### config.mk
export PLATFORM = sky130hd
export DESIGN_NAME = i2c_dac_target
export DESIGN_NICKNAME = d
export VERILOG_FILES = /design/src/rtl/i2c_dac_pkg.sv /design/src/rtl/i2c_bus_sync.sv /design/src/rtl/i2c_dac_target.sv
export SDC_FILE = /design/constraint.sdc
export NUM_CORES = 1
export LEC_CHECK = 0
export ABC_AREA = 0
export BUFFER_PORTS_ARGS = -buffer_cell sky130_fd_sc_hd__buf_2
export CORE_AREA = 3 3 78 80
export CTS_BUF_LIST = sky130_fd_sc_hd__clkbuf_4
export CTS_CLUSTER_SIZE = 40
export DETAILED_ROUTE_END_ITERATION = 16
export DIE_AREA = 0 0 81 83
export PLACE_DENSITY = 0.66
export SLEW_MARGIN = 20
export SYNTH_ARGS = -nofsm -noshare
export SYNTH_HDL_FRONTEND = slang
export SYNTH_HIERARCHICAL = 1
export SYNTH_SLANG_ARGS = --single-unit
### constraint.sdc
create_clock -name clk -period 1.6 [get_ports clk]
set_input_delay 0.48 -clock clk [delete_from_list [all_inputs] [get_ports clk]]
set_output_delay 0.48 -clock clk [all_outputs]
set_load 0.03 [all_outputs]
### src/rtl/i2c_dac_pkg.sv
// i2c_dac_pkg: shared constants and FSM state encoding for the I2C DAC target.
package i2c_dac_pkg;
  localparam logic [6:0] DEF_ADDR  = 7'b110_0000;
  localparam logic [4:0] REG_0     = 5'd0;
  localparam logic [4:0] REG_1     = 5'd1;
  localparam logic [1:0] CMD_WRITE = 2'b00;
  localparam logic [1:0] CMD_READ  = 2'b11;
  typedef enum logic [3:0] {
    ST_IDLE, ST_ADDR, ST_ADDR_ACK, ST_CMD, ST_CMD_ACK,
    ST_DHI, ST_DHI_ACK, ST_DLO, ST_DLO_ACK, ST_RD, ST_RD_ACK
  } state_t;
endpackage

### src/rtl/i2c_bus_sync.sv
// i2c_bus_sync: 2-FF synchronizers for SCL/SDA plus SCL edge and START/STOP pulses.
module i2c_bus_sync (
  input  logic clk,
  input  logic rst_n,
  input  logic i_scl,
  input  logic i_sda,
  output logic o_sda,
  output logic o_scl_rise,
  output logic o_scl_fall,
  output logic o_start,
  output logic o_stop
);
  logic [1:0] r_scl_sync, r_sda_sync;
  logic r_scl_d, r_sda_d;
  always_ff @(posedge clk) begin
    if (!rst_n) begin
      r_scl_sync <= 2'b11;
      r_sda_sync <= 2'b11;
      r_scl_d    <= 1'b1;
      r_sda_d    <= 1'b1;
    end else begin
      r_scl_sync <= {r_scl_sync[0], i_scl};
      r_sda_sync <= {r_sda_sync[0], i_sda};
      r_scl_d    <= r_scl_sync[1];
      r_sda_d    <= r_sda_sync[1];
    end
  end
  assign o_sda      = r_sda_sync[1];
  assign o_scl_rise = r_scl_sync[1] & ~r_scl_d;
  assign o_scl_fall = ~r_scl_sync[1] & r_scl_d;
  assign o_start    = r_scl_sync[1] & r_scl_d & r_sda_d & ~r_sda_sync[1];
  assign o_stop     = r_scl_sync[1] & r_scl_d & ~r_sda_d & r_sda_sync[1];
endmodule

### src/rtl/i2c_dac_target.sv
// i2c_dac_target: I2C target decoding MCP47FEB-style DAC register writes.
// Define I2C_DAC_TARGET_READ_EN to enable register read-back (cmd 2'b11).
module i2c_dac_target
  import i2c_dac_pkg::*;
#(
  parameter logic [6:0] TARGET_ADDR = DEF_ADDR,
  parameter int         NUM_REGS    = 2
) (
  input  logic        clk,
  input  logic        rst_n,
  input  logic        scl_i,
  input  logic        sda_i,
  output logic        sda_o,
  output logic [11:0] dac0_value,
  output logic [11:0] dac1_value,
  output logic        dac_update,
  output logic        dac_update_ch,
  output logic        busy,
  output logic        cmd_error
);
  logic w_sda, w_rise, w_fall, w_start, w_stop;
  i2c_bus_sync u_sync (
    .clk        (clk),
    .rst_n      (rst_n),
    .i_scl      (scl_i),
    .i_sda      (sda_i),
    .o_sda      (w_sda),
    .o_scl_rise (w_rise),
    .o_scl_fall (w_fall),
    .o_start    (w_start),
    .o_stop     (w_stop)
  );
  state_t      r_state, w_state_nx;
  logic [6:0]  r_shift, w_shift_nx;
  logic [2:0]  r_bit, w_bit_nx;
  logic [4:0]  r_reg, w_reg_nx;
  logic [3:0]  r_dhi, w_dhi_nx;
  logic [11:0] r_dac0, w_dac0_nx, r_dac1, w_dac1_nx;
  logic        r_sda, w_sda_nx, r_upd, w_upd_nx, r_busy, w_busy_nx, r_err, w_err_nx;
  logic [7:0]  w_byte;
  logic        w_last, w_match, w_cmd_ok;
  assign w_byte = {r_shift, w_sda};
  assign w_last = w_rise && r_bit == 3'd7;
`ifdef I2C_DAC_TARGET_READ_EN
  logic        r_rd, w_rd_nx, r_lo, w_lo_nx;
  logic [7:0]  r_tx, w_tx_nx, w_hi, w_lo;
  logic [11:0] w_val;
  assign w_match  = w_byte[7:1] == TARGET_ADDR;
  assign w_cmd_ok = int'(w_byte[7:3]) < NUM_REGS && (w_byte[2:1] == CMD_WRITE || w_byte[2:1] == CMD_READ);
  assign w_val    = (r_reg == REG_1) ? r_dac1 : r_dac0;
  assign w_hi     = {4'b0000, w_val[11:8]};
  assign w_lo     = w_val[7:0];
`else
  assign w_match  = w_byte[7:1] == TARGET_ADDR && !w_byte[0];
  assign w_cmd_ok = int'(w_byte[7:3]) < NUM_REGS && w_byte[2:1] == CMD_WRITE;
`endif
  always_comb begin
    w_state_nx = r_state;
    w_shift_nx = r_shift;
    w_bit_nx   = r_bit;
    w_reg_nx   = r_reg;
    w_dhi_nx   = r_dhi;
    w_dac0_nx  = r_dac0;
    w_dac1_nx  = r_dac1;
    w_sda_nx   = r_sda;
    w_upd_nx   = 1'b0;
    w_err_nx   = r_err;
`ifdef I2C_DAC_TARGET_READ_EN
    w_rd_nx    = r_rd;
    w_lo_nx    = r_lo;
    w_tx_nx    = r_tx;
`endif
    if (w_stop) begin
      w_state_nx = ST_IDLE;
      w_sda_nx   = 1'b1;
    end else if (w_start) begin
      w_state_nx = ST_ADDR;
      w_bit_nx   = 3'd0;
      w_sda_nx   = 1'b1;
    end else begin
      if (w_rise) begin
        w_shift_nx = w_byte[6:0];
        w_bit_nx   = r_bit + 3'd1;
      end
      case (r_state)
        ST_ADDR: if (w_last) begin
          w_state_nx = w_match ? ST_ADDR_ACK : ST_IDLE;
`ifdef I2C_DAC_TARGET_READ_EN
          w_rd_nx    = w_byte[0];
`endif
        end
        ST_CMD: if (w_last) begin
          w_state_nx = w_cmd_ok ? ST_CMD_ACK : ST_IDLE;
          w_reg_nx   = w_cmd_ok ? w_byte[7:3] : r_reg;
          w_err_nx   = r_err | !w_cmd_ok;
        end
        ST_DHI: if (w_last) begin
          w_state_nx = ST_DHI_ACK;
          w_dhi_nx   = w_byte[3:0];
        end
        ST_DLO: if (w_last) begin
          w_state_nx = ST_DLO_ACK;
          w_dac0_nx  = (r_reg == REG_0) ? {r_dhi, w_byte} : r_dac0;
          w_dac1_nx  = (r_reg == REG_1) ? {r_dhi, w_byte} : r_dac1;
          w_upd_nx   = 1'b1;
        end
        // ACK pulls low on the first fall after the 8th bit and releases on the next one
        ST_ADDR_ACK, ST_CMD_ACK, ST_DHI_ACK, ST_DLO_ACK: if (w_fall) begin
          w_sda_nx = !r_sda;
          if (!r_sda) begin
            w_bit_nx   = 3'd0;
            w_state_nx = (r_state == ST_CMD_ACK) ? ST_DHI : (r_state == ST_DHI_ACK) ? ST_DLO : ST_CMD;
          end
`ifdef I2C_DAC_TARGET_READ_EN
          if (!r_sda && r_state == ST_ADDR_ACK && r_rd) begin
            w_state_nx = ST_RD;
            w_sda_nx   = w_hi[7];
            w_tx_nx    = {w_hi[6:0], 1'b1};
            w_lo_nx    = 1'b0;
          end
`endif
        end
`ifdef I2C_DAC_TARGET_READ_EN
        ST_RD: begin
          if (w_fall) begin
            w_sda_nx = r_tx[7];
            w_tx_nx  = {r_tx[6:0], 1'b1};
          end
          if (w_last) w_state_nx = ST_RD_ACK;
        end
        ST_RD_ACK: begin
          if (w_fall) w_sda_nx = 1'b1;
          if (w_rise) begin
            w_bit_nx   = 3'd0;
            w_state_nx = w_sda ? ST_IDLE : ST_RD;
            w_tx_nx    = r_lo ? w_hi : w_lo;
            w_lo_nx    = !r_lo;
          end
        end
`endif
        default: ;
      endcase
    end
    w_busy_nx = (w_state_nx == ST_IDLE) ? 1'b0 : (w_state_nx == ST_ADDR_ACK) ? 1'b1 : r_busy;
  end
  always_ff @(posedge clk) begin
    if (!rst_n) begin
      r_state <= ST_IDLE;
      r_shift <= '0;
      r_bit   <= '0;
      r_reg   <= '0;
      r_dhi   <= '0;
      r_dac0  <= '0;
      r_dac1  <= '0;
      r_sda   <= 1'b1;
      r_upd   <= 1'b0;
      r_busy  <= 1'b0;
      r_err   <= 1'b0;
    end else begin
      r_state <= w_state_nx;
      r_shift <= w_shift_nx;
      r_bit   <= w_bit_nx;
      r_reg   <= w_reg_nx;
      r_dhi   <= w_dhi_nx;
      r_dac0  <= w_dac0_nx;
      r_dac1  <= w_dac1_nx;
      r_sda   <= w_sda_nx;
      r_upd   <= w_upd_nx;
      r_busy  <= w_busy_nx;
      r_err   <= w_err_nx;
    end
  end
`ifdef I2C_DAC_TARGET_READ_EN
  always_ff @(posedge clk) begin
    if (!rst_n) begin
      r_rd <= 1'b0;
      r_lo <= 1'b0;
      r_tx <= 8'hFF;
    end else begin
      r_rd <= w_rd_nx;
      r_lo <= w_lo_nx;
      r_tx <= w_tx_nx;
    end
  end
`endif
  assign sda_o         = r_sda;
  assign dac0_value    = r_dac0;
  assign dac1_value    = r_dac1;
  assign dac_update    = r_upd;
  assign dac_update_ch = r_reg[0];
  assign busy          = r_busy;
  assign cmd_error     = r_err;
endmodule

==> impl_results.md <==
* Sequential share of the synthesized area at 0.467
* Hold_buf cts at 0
* CP Class: reg -> reg
* Crit. Startpoint: r_bit[0]
* RSZ-0062 raised after global routing: true
* Clock skew at 0.0172 ns
* Fin. Hold Viols at 0
* Fmax at 614 MHz
* WHS at 0.254 ns
* Seq cells post-synth at 57
* CTS sink cnt at 57
* Syn_nets at 272
* Die Area at 6720 um2
* Switch Pwr at 638 uW
* Drt pass-1 iters at 6
* CP arrival at 1.91 ns
* Lkg Pwr at 1.22 nW
* Clock Latency Late Sink at 0.40 ns
* Global Route Usage Sum at 0.189
* Initial drt markers at 292
* Port buffer count at 32
* Power share of the combinational group at 0.054
* Failing checks: negative setup slack
* Clk network pwr share at 0.424
* Pwr Density at 871 nW/um2
* Final worst path period need at 1.63 ns
* Clock Root Buffer: clkbuf_4
* Net count, final at 330
* Vias in the first global route at 2051
* Worst slew margin at 0.725
* CTS tree: built
* DRC viols at 0
* Dpl cell area at 2800 um2
* CP peak stage delay at 0.35 ns
* Int Pwr at 2.12 mW
* Synth Area in Simple Gates at 0.233
* First-pass GRT wire length at 9940 um
* Global route overflow at 0
* Worst Slack Setup Final at -0.0295 ns
* Switching part of the total at 0.231
* Syn avg cell area at 9.18 um2
* Yosys top cell area share at 0.467
* Cells after Synth at 266
* Vias at 2187
* Final period util at 1.02
* Detailed placer's ending HPWL at 3780 um
* Die height at 83 um
* Post-placement cell count at 375
* Max rail drop VDD at 0.456 mV
* TritonCTS Buffers at 9
* YS warnings at 6
* CP most frequent cell: ha_4
* Worst Setup Start Kind: flop
* MaxCap Viol Count at 0
* Post-DR wirelength/cell at 15.0 um
* Post-Synth Adder-Cell Area at 0.0102
* Slew Limit Fails at 0
* Post-Syn Area at 2440 um2
* CP Capture Type: flop
* Post-place setup slack at -0.117 ns
* Endpoints failing setup at 4
* Buf/Inv on CP at 1
* Maximum root-to-sink buffer count at 2
* Worst Tran Pin Value at 0.413 ns
* Reg2reg start: r_bit[0]
* Routed wire length at 6000 um
* H-tree depth at 3
* Share of cells above drive strength 1 at 0.372
* Delay-heaviest family, CP: compound AO/OA/AOI/OAI gates
* Post-DR vias/cell at 5.47
* I/O Pins at 33
* Die W at 81 um
* Post-synthesis compound-gate area fraction at 0.159
* Core area at 5470 um2
* Synth area leaders: dfxtp_1 47%, o21ai_0 6.4%, a21oi_1 5.9%
* GPL Wtd Cong at 0.826
* Final instance area at 3170 um2
* Non-Filler Instances at 400
* Starting Density at 0.446
* Hold/Removal Path Class: in -> reg
* Crit-path max FO at 4
* Hold Crit Start: scl_i
* Initial antenna violation count at 0
* Largest family of logic cells by synthesized area: simple AND/OR/NAND/NOR gates
* Post-Synth XOR/XNOR Area at 0.00359
* Status: finished, violations left
* Mux contribution to synthesized area at 0.0543
* Post-synth cell types at 40
* CP cell instances: ha_4 > ha_4 > and4b_2 > buf_6 > a32oi_1 > o221a_4 > o31ai_2
* Core Rows at 27
* Largest net degree at the start of global routing at 39
* Synth area leader: dfxtp_1
* Post-DRT Antenna Nets at 0
* Clk slew on worst S/H paths at 0.10 ns
* Final core utilization at 0.578
* Worst path slowest cell: dfxtp_2
* Synthesis-to-finish area growth at 29.6%
* Antenna cells at 0
* Share of power burned in registers at 0.522
* Worst path required time at 1.88 ns
==> synth_stat cells <==
| library cell | count |
|---|---|
| nor4b_2 | 1 |
| xnor2_1 | 1 |
| nor2_1 | 24 |
| nand3b_1 | 1 |
| clkbuf_1 | 11 |
| nor4_2 | 1 |
| o21bai_1 | 1 |
| nand4b_1 | 13 |
| nand3_1 | 4 |
| nor3b_2 | 1 |
| or3_1 | 4 |
| mux2i_1 | 11 |
| and3_1 | 4 |
| nor2b_1 | 3 |
| nor4b_1 | 1 |
| nand4_1 | 16 |
| a21oi_1 | 29 |
| inv_1 | 8 |
| dfxtp_1 | 57 |
| buf_8 | 2 |
| nand2b_1 | 6 |
| nand2_1 | 5 |
| a22o_1 | 3 |
| or3b_2 | 1 |
| a31o_2 | 1 |
| ha_1 | 2 |
| o21ai_0 | 31 |
| and4b_1 | 3 |
| a2111oi_0 | 1 |
| mux2_2 | 2 |
| o221a_2 | 1 |
| buf_2 | 2 |
| clkbuf_2 | 3 |
| a311oi_1 | 1 |
| and2_1 | 3 |
| nor3_1 | 1 |
| o31ai_1 | 1 |
| a32oi_1 | 1 |
| buf_6 | 4 |
| buf_4 | 1 |
==> metrics by stage <==
stage	TNS, ns	power, mW
final	-0.0826	2.76
after global routing	-2.31	2.87
after CTS	-0.0786	2.77
after detailed placement	-2.56	1.59
after global placement	-1.69	1.59
after floorplan	-0.0839	1.54
==> layout by cell type, fill, tap and decap left out, types with 2 or more instances in the layout <==
cell type  synthesis  routed
and3_1             4       2
nand2b_1           6       6
ha_4               0       2
buf_6              4       4
clkinv_2           0       2
buf_12             0       2
or3_1              4       2
and4b_4            0       2
bufinv_16          0       2
nand3_1            4       4
o21ai_1            0      18
nor2_1            24      18
or3_4              0       2
nor2_2             0       5
dfxtp_1           57      51
o21ai_0           31      12
clkbuf_4           0       9
nand2_1            5       4
a21oi_1           29      27
and2_1             3       2
nand4b_1          13      13
buf_4              1      29
a21oi_2            0       2
mux2i_1           11      11
dfxtp_2            0       6
inv_1              8       8
and3_4             0       4
a22o_1             3       3
nand4_1           16      16
buf_2              2      32
==> final cells by class <==
type | instances | area (um2)
clock buffers | 9 | 67.6
clock inverters | 6 | 82.6
fillers | 498 | 2310
inverters | 8 | 30.0
multi-input cells | 181 | 1280
flip-flops and latches | 57 | 1150
well taps | 72 | 90.1
repair buffers | 67 | 463
==> cells by family (layout without fill, tap and decap cells) <==
group,after synthesis,in the layout
and+or+nand+nor,92,95
DFF,57,57
AOI/OAI and AO/OA,70,70
adders and majority gates,2,2
muxes,13,13
xor gates and xnor gates,1,1
buffers and inverters,31,90
==> power by group through the flow <==
stage / sequential [mW] / clock, mW / combinational [mW]
after CTS: 1.44 / 1.19 / 0.137
after floorplan: 1.47 / 0 / 0.0689
final: 1.44 / 1.17 / 0.149
after global routing: 1.44 / 1.27 / 0.163
after detailed placement: 1.47 / 0 / 0.125
after global placement: 1.47 / 0 / 0.124
==> worst reg2reg max path, stage by stage, from the launching register on <==
cell,delay [ns]
dfxtp_2,0.35
ha_4,0.16
ha_4,0.15
and4b_2,0.24
buf_6,0.13
a32oi_1,0.20
o221a_4,0.23
o31ai_2,0.06
==> metal layers <==
metal | GRT usage | routed length, um | vias up | part of all wire
met3 | 0.0315 | 315 | 10 | 0.052
met2 | 0.269 | 2690 | 77 | 0.45
met1 | 0.271 | 2870 | 1010 | 0.48
met4 | 0.0983 | 122 | 0 | 0.020
li1 | - | - | 1090 | -
met5 | 0 | 0 | - | 0
==> final timing paths <==
path / cells after the start / slack [ns] / to
worst max register to register: 7 / -0.03 / busy
worst min register to register: 1 / 0.42 / u_sync/r_sda_sync[1]
worst min-delay path: 2 / 0.25 / u_sync/r_scl_sync[0]
worst max-delay path: 7 / -0.03 / busy
==> repair_timing <==
action                                  4_1_cts  5_1_grt
endpoints found under the setup margin       39       46
pin swaps                                     9       25
setup buffers                                 4        3
gates cloned                                  2        1
gates resized for setup                      24       37
No activity file was read; power rests on OpenSTA's default activity.
